===== config.mk =====
export PLATFORM = sky130hd
export DESIGN_NAME = cpu_seq_flat
export DESIGN_NICKNAME = d
export VERILOG_FILES = /design/src/rtl/cpu_seq_if.sv /design/src/rtl/cpu_seq.sv /design/src/flat_wrapper.sv
export SDC_FILE = /design/constraint.sdc
export NUM_CORES = 1
export LEC_CHECK = 0
export CAP_MARGIN = 20
export CORE_UTILIZATION = 38
export CTS_CLUSTER_DIAMETER = 120
export DETAILED_ROUTE_END_ITERATION = 7
export GPL_TIMING_DRIVEN = 0
export PLACE_DENSITY = 0.95
export SKIP_CTS_REPAIR_TIMING = 1
export SLEW_MARGIN = 20
export SYNTH_ARGS = -nofsm -noshare
export SYNTH_HDL_FRONTEND = slang
export SYNTH_SLANG_ARGS = --single-unit

===== constraint.sdc =====
create_clock -name clk -period 4.4 [get_ports clk]
set_clock_uncertainty 0.1 [all_clocks]
set_input_delay 0.44 -clock clk [delete_from_list [all_inputs] [get_ports clk]]
set_output_delay 0.44 -clock clk [all_outputs]
set_load 0.05 [all_outputs]

===== src/rtl/cpu_seq_if.sv =====
// -----------------------------------------------------------------------------
// cpu_seq_if
// Groups the handshake, decoder, strobe and status signals that run between
// the multi-cycle sequencer and the datapath it controls.
//
// Signals:
//   run          datapath -> seq   1 = execute, 0 = stop at next boundary
//   imem_ready   datapath -> seq   instruction memory has valid ins
//   dmem_ready   datapath -> seq   data memory completed the access
//   is_load, is_store, is_halt, wren
//                datapath -> seq   decoder outputs, valid from DECODE on
//   imem_req     seq -> datapath   fetch request
//   ir_we        seq -> datapath   latch ins into the instruction register
//   pc_we        seq -> datapath   advance the PC
//   rf_we        seq -> datapath   register-file write strobe
//   dmem_re      seq -> datapath   data-memory read request
//   dmem_we      seq -> datapath   data-memory write request
//   halted       seq -> datapath   sticky halt indicator
//   fault        seq -> datapath   sticky memory-timeout indicator
//   state[2:0]   seq -> datapath   current state encoding
//   cycle_cnt    seq -> datapath   active-cycle counter
//   instret_cnt  seq -> datapath   retired-instruction counter
//
// Modports: master = sequencer side, slave = datapath side.
// -----------------------------------------------------------------------------
interface cpu_seq_if;
    logic        run;
    logic        imem_ready;
    logic        dmem_ready;
    logic        is_load;
    logic        is_store;
    logic        is_halt;
    logic        wren;
    logic        imem_req;
    logic        ir_we;
    logic        pc_we;
    logic        rf_we;
    logic        dmem_re;
    logic        dmem_we;
    logic        halted;
    logic        fault;
    logic [2:0]  state;
    logic [31:0] cycle_cnt;
    logic [31:0] instret_cnt;

    modport master (
        input  run, imem_ready, dmem_ready, is_load, is_store, is_halt, wren,
        output imem_req, ir_we, pc_we, rf_we, dmem_re, dmem_we,
               halted, fault, state, cycle_cnt, instret_cnt
    );

    modport slave (
        output run, imem_ready, dmem_ready, is_load, is_store, is_halt, wren,
        input  imem_req, ir_we, pc_we, rf_we, dmem_re, dmem_we,
               halted, fault, state, cycle_cnt, instret_cnt
    );
endinterface


===== src/rtl/cpu_seq.sv =====
// -----------------------------------------------------------------------------
// cpu_seq
// Multi-cycle sequencer: steps each instruction through FETCH, DECODE, EXEC,
// MEM and WB, generating PC / IR / register-file / data-memory strobes and
// waiting on the memory-ready handshakes. Stops permanently (until reset) on
// a halt instruction or a memory timeout.
//
// Parameters:
//   MEM_TIMEOUT  max wait-counter value in FETCH/MEM before faulting (1..255)
//
// Ports:
//   clk   core clock, rising edge
//   rst   asynchronous, active-low reset
//   bus   cpu_seq_if.master: decoder/handshake inputs, strobes, status
//
// Optional feature:
//   PERF_CNT_EN  when defined, builds the 32-bit cycle_cnt / instret_cnt
//                counters; otherwise both outputs are tied to 0.
// -----------------------------------------------------------------------------
module cpu_seq #(
    parameter int MEM_TIMEOUT = 255
) (
    input  logic      clk,
    input  logic      rst,
    cpu_seq_if.master bus
);

    typedef enum logic [2:0] {
        S_IDLE   = 3'd0,
        S_FETCH  = 3'd1,
        S_DECODE = 3'd2,
        S_EXEC   = 3'd3,
        S_MEM    = 3'd4,
        S_WB     = 3'd5,
        S_HALT   = 3'd6,
        S_FAULT  = 3'd7
    } state_t;

    localparam logic [7:0] TIMEOUT = MEM_TIMEOUT[7:0];

    state_t     r_state;
    state_t     w_state_next;
    logic [7:0] r_wait_cnt;
    logic [7:0] w_wait_next;

    logic w_imem_req;
    logic w_ir_we;
    logic w_pc_we;
    logic w_rf_we;
    logic w_dmem_re;
    logic w_dmem_we;

    always_ff @(posedge clk or negedge rst) begin
        if (!rst) begin
            r_state    <= S_IDLE;
            r_wait_cnt <= '0;
        end else begin
            r_state    <= w_state_next;
            r_wait_cnt <= w_wait_next;
        end
    end

    // The wait counter only survives a cycle in which FETCH/MEM is re-entered
    // by waiting; any other transition (including entry) leaves it at 0.
    always_comb begin
        w_state_next = r_state;
        w_wait_next  = '0;
        w_imem_req   = 1'b0;
        w_ir_we      = 1'b0;
        w_pc_we      = 1'b0;
        w_rf_we      = 1'b0;
        w_dmem_re    = 1'b0;
        w_dmem_we    = 1'b0;

        case (r_state)
            S_IDLE: begin
                if (bus.run) w_state_next = S_FETCH;
            end
            S_FETCH: begin
                w_imem_req = 1'b1;
                // Ready wins even on the final allowed cycle.
                if (bus.imem_ready) begin
                    w_ir_we      = 1'b1;
                    w_state_next = S_DECODE;
                end else if (r_wait_cnt == TIMEOUT) begin
                    w_state_next = S_FAULT;
                end else begin
                    w_wait_next = r_wait_cnt + 8'd1;
                end
            end
            S_DECODE: begin
                w_state_next = bus.is_halt ? S_HALT : S_EXEC;
            end
            S_EXEC: begin
                w_state_next = (bus.is_load | bus.is_store) ? S_MEM : S_WB;
            end
            S_MEM: begin
                // A store takes priority when the decoder flags both.
                w_dmem_we = bus.is_store;
                w_dmem_re = bus.is_load & ~bus.is_store;
                if (bus.dmem_ready) begin
                    w_state_next = S_WB;
                end else if (r_wait_cnt == TIMEOUT) begin
                    w_state_next = S_FAULT;
                end else begin
                    w_wait_next = r_wait_cnt + 8'd1;
                end
            end
            S_WB: begin
                w_pc_we      = 1'b1;
                w_rf_we      = bus.wren;
                w_state_next = bus.run ? S_FETCH : S_IDLE;
            end
            S_HALT:  w_state_next = S_HALT;
            S_FAULT: w_state_next = S_FAULT;
            default: w_state_next = S_IDLE;
        endcase
    end

    assign bus.imem_req = w_imem_req;
    assign bus.ir_we    = w_ir_we;
    assign bus.pc_we    = w_pc_we;
    assign bus.rf_we    = w_rf_we;
    assign bus.dmem_re  = w_dmem_re;
    assign bus.dmem_we  = w_dmem_we;
    // HALT/FAULT are terminal states, so decoding them is already sticky.
    assign bus.halted   = (r_state == S_HALT);
    assign bus.fault    = (r_state == S_FAULT);
    assign bus.state    = r_state;

`ifdef PERF_CNT_EN
    logic [31:0] r_cycle_cnt;
    logic [31:0] r_instret_cnt;

    always_ff @(posedge clk or negedge rst) begin
        if (!rst) begin
            r_cycle_cnt   <= '0;
            r_instret_cnt <= '0;
        end else begin
            if (r_state inside {S_FETCH, S_DECODE, S_EXEC, S_MEM, S_WB})
                r_cycle_cnt <= r_cycle_cnt + 32'd1;
            if (r_state == S_WB)
                r_instret_cnt <= r_instret_cnt + 32'd1;
        end
    end

    assign bus.cycle_cnt   = r_cycle_cnt;
    assign bus.instret_cnt = r_instret_cnt;
`else
    assign bus.cycle_cnt   = '0;
    assign bus.instret_cnt = '0;
`endif

endmodule


===== src/flat_wrapper.sv =====
// flat-port wrapper written by rule: the top's interface ports become plain ports
module cpu_seq_flat 
#(
    parameter int MEM_TIMEOUT = 255
)
  (clk, rst, bus_run, bus_imem_ready, bus_dmem_ready, bus_is_load, bus_is_store, bus_is_halt, bus_wren, bus_imem_req, bus_ir_we, bus_pc_we, bus_rf_we, bus_dmem_re, bus_dmem_we, bus_halted, bus_fault, bus_state, bus_cycle_cnt, bus_instret_cnt);
  cpu_seq_if bus_i ();
  input  logic clk;
  input  logic rst;
  input wire logic [$bits(bus_i.run)-1:0] bus_run;
  input wire logic [$bits(bus_i.imem_ready)-1:0] bus_imem_ready;
  input wire logic [$bits(bus_i.dmem_ready)-1:0] bus_dmem_ready;
  input wire logic [$bits(bus_i.is_load)-1:0] bus_is_load;
  input wire logic [$bits(bus_i.is_store)-1:0] bus_is_store;
  input wire logic [$bits(bus_i.is_halt)-1:0] bus_is_halt;
  input wire logic [$bits(bus_i.wren)-1:0] bus_wren;
  output wire logic [$bits(bus_i.imem_req)-1:0] bus_imem_req;
  output wire logic [$bits(bus_i.ir_we)-1:0] bus_ir_we;
  output wire logic [$bits(bus_i.pc_we)-1:0] bus_pc_we;
  output wire logic [$bits(bus_i.rf_we)-1:0] bus_rf_we;
  output wire logic [$bits(bus_i.dmem_re)-1:0] bus_dmem_re;
  output wire logic [$bits(bus_i.dmem_we)-1:0] bus_dmem_we;
  output wire logic [$bits(bus_i.halted)-1:0] bus_halted;
  output wire logic [$bits(bus_i.fault)-1:0] bus_fault;
  output wire logic [$bits(bus_i.state)-1:0] bus_state;
  output wire logic [$bits(bus_i.cycle_cnt)-1:0] bus_cycle_cnt;
  output wire logic [$bits(bus_i.instret_cnt)-1:0] bus_instret_cnt;
  assign bus_i.run = bus_run;
  assign bus_i.imem_ready = bus_imem_ready;
  assign bus_i.dmem_ready = bus_dmem_ready;
  assign bus_i.is_load = bus_is_load;
  assign bus_i.is_store = bus_is_store;
  assign bus_i.is_halt = bus_is_halt;
  assign bus_i.wren = bus_wren;
  assign bus_imem_req = bus_i.imem_req;
  assign bus_ir_we = bus_i.ir_we;
  assign bus_pc_we = bus_i.pc_we;
  assign bus_rf_we = bus_i.rf_we;
  assign bus_dmem_re = bus_i.dmem_re;
  assign bus_dmem_we = bus_i.dmem_we;
  assign bus_halted = bus_i.halted;
  assign bus_fault = bus_i.fault;
  assign bus_state = bus_i.state;
  assign bus_cycle_cnt = bus_i.cycle_cnt;
  assign bus_instret_cnt = bus_i.instret_cnt;
  cpu_seq #(.MEM_TIMEOUT(MEM_TIMEOUT)) u_core (.clk(clk), .rst(rst), .bus(bus_i));
endmodule

==> reports/metrics.cfg <==
[status]
status=complete, but fails checks
violations=DRC

[flow_run]
maxCapViolations=0

[sta]
setup-tns-final_ps=0
period_minus_slack_ps=2819
hold_viol_final=0
finalCritPeriodShare_pct=64.07
rsz0062_at_grt=no
finalSetupViolations=0
fmax_mhz=354.7
tightest_slew_ps=505.2
slew_headroom_pct=66.22
finalMaxSlewViolations=0

[power_and_ir_drop]
ir_drop_uv=147.7
total_power_uw=698.0
leakagePower_uw=0.0009205
p_per_area_nw_per_um2=418.2

[clocking]
cts_buffers=3
cts_sinks=11
clk_path_buf_depth=2
clk_pin_slew_ps=70
cts.htree.levels=1
root_buffer=clkbuf_4
cts_tree=yes
clk_latency_ps=260

[global_route]
grt_pass1_wl_mm=3.553
grt_pass1_vias=822
grt_usage_pct=13.77
gr-total-overflow=0
grt_max_degree=12
grt_antenna_before_repair=0

[synthesis]
synth_top_family_by_area=buffers and inverters
synth_seq_cells=11
yosys-top-cells-area=buf_4 (41%), dfrtp_1 (23%), nor3b_1 (3.8%)
synth_xor_area_share_pct=2.232
synth.largest_area_cell=buf_4
async_flop_share_pct=100.0
synth_ff_type=dfrtp_1
synthDistinctLibCells=37
synth_top_area_share_pct=41.45
syn-cell-area_sq_um=1177
synth_compound_area_share_pct=9.671
synth_fa_ha_area_share_pct=1.063
synth_mux_area_share_pct=0
synth-simple-area-share_pct=17.64
postSynthCellCount=139
synth_edf_count=0
synth_seq_area_share_pct=23.38
yosysWarnings=0
synth.avg_cell_area_sq_um=8.470

[min_path]
min_delay_path_depth=1
hp-class=register to register

[critical_path]
slowest_stage=clkdlybuf4s50_1
end_kind=primary output
cpPeakStageDelay_ps=790
crit_type=register to primary output
worstRegToRegCells=6
path_max_fanout=10
cp.required_ps=3860
setup.worst_path.start_class=register
crit_arrival_ps=2280
path_cells=clkbuf_1 -> nor3b_1 -> and2_1 -> clkdlybuf4s50_1

[drt]
vias=978
drtPass1Iterations=6
drt_iter0_markers=35
vias_per_cell=3.820
wl_per_cell_um=8.672
drc=8
wl_mm=2.220
ant_nets=0

[cells_and_area]
syn2layout_area_growth_pct=41.76
antenna_cells=0
nets=236
layout_commonest_cell=buf_4
drive_gt1_share_pct=32.89
most-common-layout-cells=buf_4 (65), conb_1 (64), clkdlybuf4s50_1 (19), dfrtp_1 (11), nor3b_1 (6)
postLayoutCoreUtil_pct=58.51

[placed_design]
dp_hpwl_mm=1.802
io_buffers=19
gp_congestion=0.8418

[die]
chipHeight_um=57.66
die_w_um=57.66
core_sq_um=2853
fp-row-count=19
io_pins=84
die_area_sq_um=3325
start_util_pct=41.27

## synth_stat cells, types with 2 or more instances
library cell,n
a211oi_1,2
and2_1,2
nor3_1,2
o21ai_0,4
nand2_1,4
or3_1,3
xnor2_1,2
and3_1,2
inv_1,5
a21oi_1,2
dfrtp_1,11
buf_4,65
buf_6,2
nor3b_1,6
nor2_1,3
nand3_1,3
## power breakdown
group / internal [uW] / switching [uW]
clock network: 35.0 / 33.2
registers: 117 / 14.7
logic: 157 / 341
total: 309 / 389
## metal layers
metal | part of all wire [%] | GRT usage [%] | vias up | routed length, um
li1 | - | - | 507 | -
met1 | 36 | 14.45 | 422 | 799
met2 | 54 | 26.58 | 47 | 1203
met3 | 8.7 | 2.679 | 2 | 194
met4 | 0.99 | 5.782 | 0 | 22
met5 | 0 | 0 | - | 0
## final cells by class
type	instances	area, sq um
plain buffers	69	519.2
clock buffers	4	26.28
fillers	256	1184
inverters	5	18.77
multi-input cells	117	600.6
flip-flops and latches	11	275.3
well taps	31	38.79
repair buffers	19	190.2
## worst paths after layout
path | slack (ps) | endpoint | startpoint
max | 1580 | bus_rf_we | u_core.bus.state[1]
min | 390 | u_core.r_wait_cnt[0] | u_core.r_wait_cnt[0]
max reg2reg | 2670 | u_core.bus.state[2] | u_core.r_wait_cnt[0]
min reg2reg | 390 | u_core.r_wait_cnt[0] | u_core.r_wait_cnt[0]
max in group asynchronous | 3450 | u_core.r_wait_cnt[3] | rst
min in group asynchronous | 410 | u_core.r_wait_cnt[7] | rst
## cells by family after synthesis
| kind of cell | Yosys count |
|---|---|
| DFF | 11 |
| buffers and inverters | 74 |
| xor gates and xnor gates | 3 |
| AOI/OAI and AO/OA | 16 |
| and+or+nand+nor | 33 |
| adders and majority gates | 1 |
| other | 1 |
## sequential cells by signal, summed over array words and instances, names as in the netlist
signal / flops
u_core.bus.state: 3
u_core.r_wait_cnt: 8
## worst max-delay path: cells and delay by family (launching register included)
family	cells	cell delay [ps]
buffers and inverters	2	1040
DFF	1	450
and+or+nand+nor	2	520
## per-stage QoR
stage	hold slack [ps]	setup WS, ps	instances	cell area, sq um
after CTS	393.8	1600	256	1669
after floorplan	44.41	1129	202	1414
after detailed placement	383.9	1857	252	1643
final	390.8	1581	256	1669
after global routing	426.1	1481	256	1669
after global placement	377.6	1846	252	1643
No activity file was read; power rests on OpenSTA's default activity.
==> RTL change, RTL diff (same settings) <==
Add a define of `PERF_CNT_EN`.
--- a/src/rtl/cpu_seq.sv
+++ b/src/rtl/cpu_seq.sv
@@ -19,2 +19,4 @@
 // -----------------------------------------------------------------------------
+`define PERF_CNT_EN
+
 module cpu_seq #(
Check against the original RTL: not equivalent (Yosys sat finds a counterexample within 4 cycles, from zero or initial values and one cycle with rst low).
==> RTL change against the original RTL <==
The run still ends with DRC left; wire length grew to 3.5 times the old value; sequential power grew to 5.3 times the old value; total power is 71% higher; count of clock-buffer cells in the layout is 6 higher; final area grew to 2.8 times the old value; worst setup slack worse by 0.055 ns; area after synthesis grew to 3.0 times the old value; sequential cell count is 64 higher.
==> RTL change: results (changes against the original RTL) <==
Seq/Total Area, Yosys - 53.6% (+30 points)
CTS root buf - clkbuf_8
R2r startpoint - u_core.bus.state[1]$_DFFE_PN0P_
Port bufs - 83 (+64)
Setup slack at placement - 1.84 ns (-0.0212 ns)
Placed inst area - 4490 um^2 (+170%)
PD cells - 256 nW/um^2 (-39%)
Avg WL per Cell - 14.6 um (+68%)
Status - finished, violations left
Unique masters post-synth - 38 (+2.7%)
Layout cells sized above 1 - 6.73% (-26 points)
Global Route Usage Sum - 17.4% (+3.6 points)
CP endpoint - bus_dmem_re
Total sequential power - 689 uW (+430%)
Adder-cell area share of the yosys netlist - 1.07% (+0.0091 points)
VDD IR-drop max - 0.107 mV (-27%)
Hold path start - u_core.bus.cycle_cnt[31]$_DFFE_PN0P_
Clock Power Share - 40.2% (+30 points)
Failing checks - DRC
Leakage - 0.00203 uW (+120%)
Synth area leaders - dfrtp_1 54%, xnor2_1 11%, xor2_1 6.0%
Via-to-Cell Ratio - 5.20 (+36%)
RePlAce Congestion - 0.772 (-8.2%)
FILL cells - 782 (+210%)
First-pass GRT wire length - 13,400 um (+280%)
Avg Cell Area, Syn - 10.6 um^2 (+25%)
Synth top cells by count - 75 x dfrtp_1, 43 x xnor2_1, 33 x nand3_1
Residual DRC - 4 (-4)
CP Launch Point - u_core.bus.state[0]$_DFFE_PN0P_
R2R Path End - u_core.bus.cycle_cnt[20]$_DFFE_PN0P_
Dpl hpwl - 5890 um (+230%)
Xor/xnor share of the synthesized area - 16.8% (+15 points)
Placed insts - 522 (+110%)
R2R Setup Slk - 2.12 ns (-0.55 ns)
Clock H-tree levels - 3 (+2)
DRT iter0 DRCs - 136 (+290%)
Compound-cell area share of the yosys netlist - 2.04% (-7.6 points)
Rel. slew slack - 60.7% (-5.5 points)
Ys Warns - 0 (unchanged)
Mux share of post-synthesis cell area - 0.929% (+0.93 points)
Final net count - 438 (+86%)
Hold WS - 0.379 ns (-0.0114 ns)
Largest net degree at the start of global routing - 39 (+27)
Core Util, Final - 53.1% (-5.4 points)
F_max - 0.348 GHz (-1.9%)
Switching Fraction - 23.2% (-32 points)
CTS buffer count - 9 (+6)
Vias - 2,805 (+190%)
==> RTL change: cell count changes in the layout (fill, tap and decap cells not counted), sizes merged, moves of 7 or more <==
cell and change:
xor2 +23, clkdlybuf4s50 +63, nor2 +26, dfrtp +64, nand2 +25, nand3 +30
and3 +13, nor3 +8, nand4 +17, buf -63, conb -64, clkbuf +7
xnor2 +41
==> RTL change: final cells by class <==
type,count,share of cell area [%]
plain buffers,5,0.482
clock buffers,10,2.94
clock inverters,6,0.883
inverters,6,0.482
multi-input cells,244,33.8
flip-flops and latches,75,40.1
well taps,108,2.89
repair buffers,85,18.4
==> RTL change: critical path, delay by kind of cell (launching register included) <==
kind                   cells  cell delay, ns
and+or+nand+nor            2            0.57
DFF                        1            0.39
buffers and inverters      2            1.05
==> RTL change: layer usage <==
metal,global-route usage [%],part of all wire [%],up-vias
met2,29.0,47,94
met3,4.08,6.0,17
met1,21.8,44,1359
li1,-,-,1335
met4,6.88,2.4,0
met5,0,0,-
